<file path="src/rtl/disp_to_dec_monitor_if.sv">
// Segment-bus sample interface: an active-low 7-segment pattern plus the digit position it drives.
interface disp_to_dec_monitor_if #(
    parameter int IDX_W = 1
);
    logic [6:0]       disp;
    logic             disp_valid;
    logic [IDX_W-1:0] digit_idx;

    modport master (output disp, output disp_valid, output digit_idx);
    modport slave  (input  disp, input  disp_valid, input  digit_idx);
endinterface

</file>
<file path="src/rtl/disp_to_dec_monitor.sv">
// Watches a multiplexed active-low seven-segment bus and recovers debounced 4-bit digit values.
module disp_to_dec_monitor #(
    parameter int NUM_DIGITS   = 2,
    parameter int STABLE_COUNT = 3,
    parameter int IDX_W        = 1
) (
    input  logic                    clk,
    input  logic                    reset,
    disp_to_dec_monitor_if.slave    seg_bus,
    output logic [4*NUM_DIGITS-1:0] dec,
    output logic [NUM_DIGITS-1:0]   dec_valid,
    output logic [NUM_DIGITS-1:0]   blank,
    output logic                    update,
    output logic                    bad_code
);

    localparam int KW = (NUM_DIGITS > 1) ? $clog2(NUM_DIGITS) : 1;
    localparam logic [3:0] STABLE = 4'(STABLE_COUNT);

    logic             s1_valid;
    logic [6:0]       s1_disp;
    logic [IDX_W-1:0] s1_idx;

    // Candidate codes are 5 bits: bit 4 marks blank, bits 3..0 hold the hex value.
    logic [4:0] cand  [NUM_DIGITS];
    logic [3:0] cnt   [NUM_DIGITS];
    logic [3:0] dec_r [NUM_DIGITS];

    logic [KW-1:0] k;
    logic [31:0]   idx_wide;
    logic          idx_ok;
    logic          code_ok;
    logic [4:0]    code;
    logic          same;
    logic [3:0]    next_cnt;
    logic          commit;
    logic [3:0]    new_val;
    logic          new_blank;
    logic          changed;

    // Returns {recognised, blank, value}.
    function automatic logic [5:0] decode(input logic [6:0] p);
        case (p)
            7'b1000000: return 6'b100000;
            7'b1111001: return 6'b100001;
            7'b0100100: return 6'b100010;
            7'b0110000: return 6'b100011;
            7'b0011001: return 6'b100100;
            7'b0010010: return 6'b100101;
            7'b0000010: return 6'b100110;
            7'b1111000: return 6'b100111;
            7'b0000000: return 6'b101000;
            7'b0011000: return 6'b101001;
            7'b0001000: return 6'b101010;
            7'b0000011: return 6'b101011;
            7'b1000110: return 6'b101100;
            7'b0100001: return 6'b101101;
            7'b0000110: return 6'b101110;
            7'b0001110: return 6'b101111;
            7'b1111111: return 6'b110000;
            default:    return 6'b000000;
        endcase
    endfunction

    assign k        = s1_idx[KW-1:0];
    assign idx_wide = 32'(s1_idx);
    assign idx_ok   = idx_wide < 32'(NUM_DIGITS);

    always_comb begin
        {code_ok, code} = decode(s1_disp);
        same            = (code == cand[k]) && (cnt[k] != 4'd0);
        next_cnt        = 4'd1;
        if (same) begin
            next_cnt = (cnt[k] < STABLE) ? cnt[k] + 4'd1 : cnt[k];
        end
        // A saturated counter seeing the same code is not a new confirmation.
        commit    = (next_cnt == STABLE) && !(same && (cnt[k] == STABLE));
        new_blank = code[4];
        new_val   = code[4] ? 4'd0 : code[3:0];
        changed   = !dec_valid[k] || (dec_r[k] != new_val) || (blank[k] != new_blank);
    end

    always_comb begin
        dec = '0;
        for (int i = 0; i < NUM_DIGITS; i++) begin
            dec[4*i +: 4] = dec_r[i];
        end
    end

    always_ff @(posedge clk) begin
        if (reset) begin
            s1_valid  <= 1'b0;
            s1_disp   <= '0;
            s1_idx    <= '0;
            dec_valid <= '0;
            blank     <= '0;
            update    <= 1'b0;
            bad_code  <= 1'b0;
            for (int i = 0; i < NUM_DIGITS; i++) begin
                cand[i]  <= '0;
                cnt[i]   <= '0;
                dec_r[i] <= '0;
            end
        end else begin
            s1_valid <= seg_bus.disp_valid;
            if (seg_bus.disp_valid) begin
                s1_disp <= seg_bus.disp;
                s1_idx  <= seg_bus.digit_idx;
            end
            update   <= 1'b0;
            bad_code <= 1'b0;
            if (s1_valid) begin
                if (!idx_ok) begin
                    bad_code <= 1'b1;
                end else if (!code_ok) begin
                    bad_code <= 1'b1;
                    cnt[k]   <= 4'd0;
                end else begin
                    cand[k] <= code;
                    cnt[k]  <= next_cnt;
                    if (commit) begin
                        dec_r[k]     <= new_val;
                        blank[k]     <= new_blank;
                        dec_valid[k] <= 1'b1;
                        update       <= changed;
                    end
                end
            end
        end
    end

endmodule

</file>
<file path="src/flat_wrapper.sv">
// flat-port wrapper written by rule: the top's interface ports become plain ports
module disp_to_dec_monitor_flat 
#(
    parameter int NUM_DIGITS   = 2,
    parameter int STABLE_COUNT = 3,
    parameter int IDX_W        = 1
)
  (clk, reset, dec, dec_valid, blank, update, bad_code, seg_bus_disp, seg_bus_disp_valid, seg_bus_digit_idx);
  disp_to_dec_monitor_if #(.IDX_W(IDX_W)) seg_bus_i ();
  input  logic clk;
  input  logic reset;
  output logic [4*NUM_DIGITS-1:0] dec;
  output logic [NUM_DIGITS-1:0] dec_valid;
  output logic [NUM_DIGITS-1:0] blank;
  output logic update;
  output logic bad_code;
  input wire logic [$bits(seg_bus_i.disp)-1:0] seg_bus_disp;
  input wire logic [$bits(seg_bus_i.disp_valid)-1:0] seg_bus_disp_valid;
  input wire logic [$bits(seg_bus_i.digit_idx)-1:0] seg_bus_digit_idx;
  assign seg_bus_i.disp = seg_bus_disp;
  assign seg_bus_i.disp_valid = seg_bus_disp_valid;
  assign seg_bus_i.digit_idx = seg_bus_digit_idx;
  disp_to_dec_monitor #(.NUM_DIGITS(NUM_DIGITS), .STABLE_COUNT(STABLE_COUNT), .IDX_W(IDX_W)) u_core (.clk(clk), .reset(reset), .seg_bus(seg_bus_i), .dec(dec), .dec_valid(dec_valid), .blank(blank), .update(update), .bad_code(bad_code));
endmodule
</file>
<file path="config.mk">
export PLATFORM = sky130hd
export DESIGN_NAME = disp_to_dec_monitor_flat
export DESIGN_NICKNAME = d
export VERILOG_FILES = /design/src/rtl/disp_to_dec_monitor_if.sv /design/src/rtl/disp_to_dec_monitor.sv /design/src/flat_wrapper.sv
export SDC_FILE = /design/constraint.sdc
export NUM_CORES = 1
export LEC_CHECK = 0
export ABC_AREA = 1
export CORE_UTILIZATION = 45
export CTS_CLUSTER_DIAMETER = 120
export DETAILED_ROUTE_END_ITERATION = 10
export HOLD_SLACK_MARGIN = 0.06
export PLACE_DENSITY = 0.66
export SLEW_MARGIN = 5
export SYNTH_ARGS = -nofsm -noshare
export SYNTH_HDL_FRONTEND = slang
export SYNTH_SLANG_ARGS = --single-unit
export TNS_END_PERCENT = 1
</file>
<file path="constraint.sdc">
create_clock -name clk -period 4.7 [get_ports clk]
set_input_delay 0.94 -clock clk [delete_from_list [all_inputs] [get_ports clk]]
set_output_delay 0.94 -clock clk [all_outputs]
set_load 0.1 [all_outputs]
</file>
==> impl_metrics.py <==
metrics = {
    "run_status": {
        "status": "complete, no violations",
    },
    "synth": {
        "syn_inst": 306,
        "synth.yosys.seq_area_share": 0.474,
        "synth_seq_cells": 42,
        "synth_area_sq_um": 2320,
        "synth.distinct_cells": 25,
        "synth_nets": 319,
        "yosysWarnings": 0,
        "postSynthAreaPerCell_sq_um": 7.60,
    },
    "clock_network": {
        "clk_pin_slew_worst_paths_ps": 80,
        "cts_setup_buffers": 0,
        "cts_tree": "yes",
        "clock_tree.buffer_depth": 2,
        "htreeDepth": 2,
        "root_buffer": "clkbuf_8",
        "holdBufCountCts": 0,
        "cts_resized": 0,
        "cts.sinks": 42,
        "numCtsBuffers": 5,
        "worstSkewPairLatency_ps": 300,
    },
    "detailed_routing": {
        "num_vias": 1975,
        "drc": 0,
        "dr.pass1.iters": 4,
        "finalWirelength_um": 4920,
        "vias_per_cell": 4.94,
        "drtIter0Drc": 97,
        "drt-wirelength-per-cell_um": 12.3,
        "antenna_left": 0,
    },
    "critical_path": {
        "cp.arrival_ps": 1810,
        "cp-end-kind": "primary output",
        "worst_path_max_delay_cell": "clkdlybuf4s50_1",
        "crit_buf_inv": 1,
        "critPathKind": "reg -> out",
        "critPathRequiredTime_ps": 3760,
        "critPathMaxStageDelay_ps": 1150,
        "startpoint_type": "flop",
        "path_cells": "clkdlybuf4s50_1",
        "cp_top_family": "buffers and inverters",
        "cp_max_fo": 3,
        "crit_start": "u_core.blank[0]$_SDFFE_PP0P_",
    },
    "timing": {
        "hold_violations": 0,
        "layout_min_cycle_time_ps": 2750,
        "whs_ps": 479,
        "min_period_over_period": 0.586,
        "maxSlewViolCount": 0,
        "tightest_slew_ps": 972,
        "fin_skew_ps": 9.38,
        "rsz0062_at_grt": "no",
        "max_slew_margin": 0.350,
        "setup_tns_ps": 0,
        "clock.fmax_ghz": 0.363,
        "setup_viol": 0,
    },
    "floorplanning": {
        "die_y_um": 73.9,
        "core_sq_um": 4850,
        "ios": 25,
        "dieWidth_um": 73.9,
        "num_rows": 25,
        "initial_utilization": 0.479,
        "die_area_sq_um": 5460,
    },
    "placed_design": {
        "io_buffer_count": 24,
        "dp_cells": 392,
        "place_congestion": 0.830,
        "dp_hpwl_um": 3880,
        "place_area_sq_um": 2630,
    },
    "final_layout": {
        "antenna_cells": 0,
        "nets": 345,
        "drive_gt1_frac": 0.0901,
        "design_area_sq_um": 2720,
        "synthToLayoutAreaGrowth_pct": 17.1,
        "stdcell_count": 400,
    },
    "global_routing": {
        "antenna_found_initial": 0,
        "grt_usage": 0.204,
        "grt_overflow": 0,
        "grt_pass1_wl_um": 8180,
        "first_global_vias": 1787,
        "grt_max_degree": 25,
    },
    "power_and_ir_drop": {
        "p_leak_nw": 1.20,
        "p_sw_frac": 0.306,
        "internal-power_mw": 0.560,
        "p_per_area_nw_per_um2": 296,
        "peakVddDrop_uv": 141,
        "p_seq_frac": 0.520,
        "p_switching_mw": 0.247,
        "p_comb_frac": 0.185,
        "clkPwrFrac": 0.295,
    },
    "hold_path": {
        "hp-class": "reg -> reg",
        "min_from": "u_core.dec_valid[1]$_SDFFE_PP0N_",
    },
    "flow_run": {
        "cap_violations": 0,
    },
}
==> per-layer routing <==
| layer | routed length, um | global-route usage |
|---|---|---|
| met4 | 55 | 0.0641 |
| met1 | 2380 | 0.273 |
| met3 | 207 | 0.0370 |
| met5 | 0 | 0 |
| met2 | 2280 | 0.333 |
==> power groups by stage <==
stage | Clock, mW | Combinational, mW | Sequential, mW
finish | 0.238 | 0.149 | 0.419
global route | 0.258 | 0.165 | 0.422
CTS | 0.240 | 0.149 | 0.420
detailed placement | 0 | 0.148 | 0.428
global placement | 0 | 0.148 | 0.428
floorplan | 0 | 0.0935 | 0.443
==> state kept, by name, indices dropped and copies added (netlist names), 2 cells and up, named ones only <==
signal / cells
u_core.dec_valid: 2
u_core.s1_disp: 7
u_core.cnt: 8
u_core.dec_r: 8
u_core.cand: 10
u_core.blank: 2
==> final timing paths <==
path	endpoint	slack [ps]	cells past startpoint
max	blank[0]	1950	1
min reg2reg	u_core.dec_valid[1]$_SDFFE_PP0N_	480	2
min	u_core.dec_valid[1]$_SDFFE_PP0N_	480	2
max reg2reg	u_core.dec_r[1][3]$_SDFFCE_PN0P_	2070	11
==> kinds of logic after synthesis <==
logic type      Yosys count  share of synthesized area
simple gates            172                      0.321
buf+inv                  48                     0.0791
flops                    42                      0.474
compound gates           29                     0.0624
mux                       7                     0.0301
xor+xnor                  6                     0.0226
fa+ha+maj                 2                     0.0108
==> cells in the final DEF (no fill, tap or decap) <==
master	netlist	routed
and3_1	1	1
a21oi_1	9	9
inv_6	0	1
xor2_1	2	2
inv_1	38	38
clkbuf_8	0	5
dfxtp_1	16	16
nand2_2	7	7
nand3_1	11	11
nand3b_1	2	2
nand3_2	3	3
mux2i_1	7	7
nor3_1	3	3
inv_2	3	3
clkinv_1	1	1
o21ai_0	19	19
nor2_1	54	54
ha_1	2	2
buf_4	0	1
nor2_2	7	7
nand4_1	5	5
clkinvlp_4	0	2
edfxtp_1	26	26
xnor2_1	4	4
nand2_1	78	78
o21ai_1	1	1
clkdlybuf4s50_1	0	24
nor2_4	1	1
==> metrics by stage <==
| stage | setup WS, ps | utilization | total power [mW] |
|---|---|---|---|
| 6_report | 1950 | 0.562 | 0.807 |
| 5_1_grt | 1730 | 0.562 | 0.845 |
| 4_1_cts | 1940 | 0.562 | 0.809 |
| 3_5_place_dp | 1870 | 0.542 | 0.577 |
| 3_3_place_gp | 1950 | 0.542 | 0.576 |
| 2_1_floorplan | 2620 | - | 0.537 |
==> Yosys cell counts <==
cell,instances,area share
dfxtp_1,16,0.14
nand3_1,11,0.024
nand4_1,5,0.013
nor3_1,3,0.0065
inv_1,38,0.061
nor2_1,54,0.087
a21oi_1,9,0.019
nor2_4,1,0.0048
ha_1,2,0.011
xnor2_1,4,0.015
nand3_2,3,0.013
o21ai_1,1,0.0022
inv_2,3,0.0048
and3_1,1,0.0027
mux2i_1,7,0.030
nand2_1,78,0.13
clkinv_1,1,0.0016
nor2_2,7,0.019
xor2_1,2,0.0075
edfxtp_1,26,0.34
buf_2,3,0.0065
nand3b_1,2,0.0065
nand2_2,7,0.019
o21ai_0,19,0.041
clkbuf_1,3,0.0048
==> area by class of cell <==
| class | instances | area [sq um] |
|---|---|---|
| clock buffer | 5 | 68.8 |
| clock inverter | 3 | 23.8 |
| fill | 467 | 2130 |
| inverter | 42 | 158 |
| multi-input combinational | 216 | 1040 |
| sequential | 42 | 1100 |
| tap | 67 | 83.8 |
| timing repair buffer | 25 | 248 |
No activity file was read; power rests on OpenSTA's default activity.
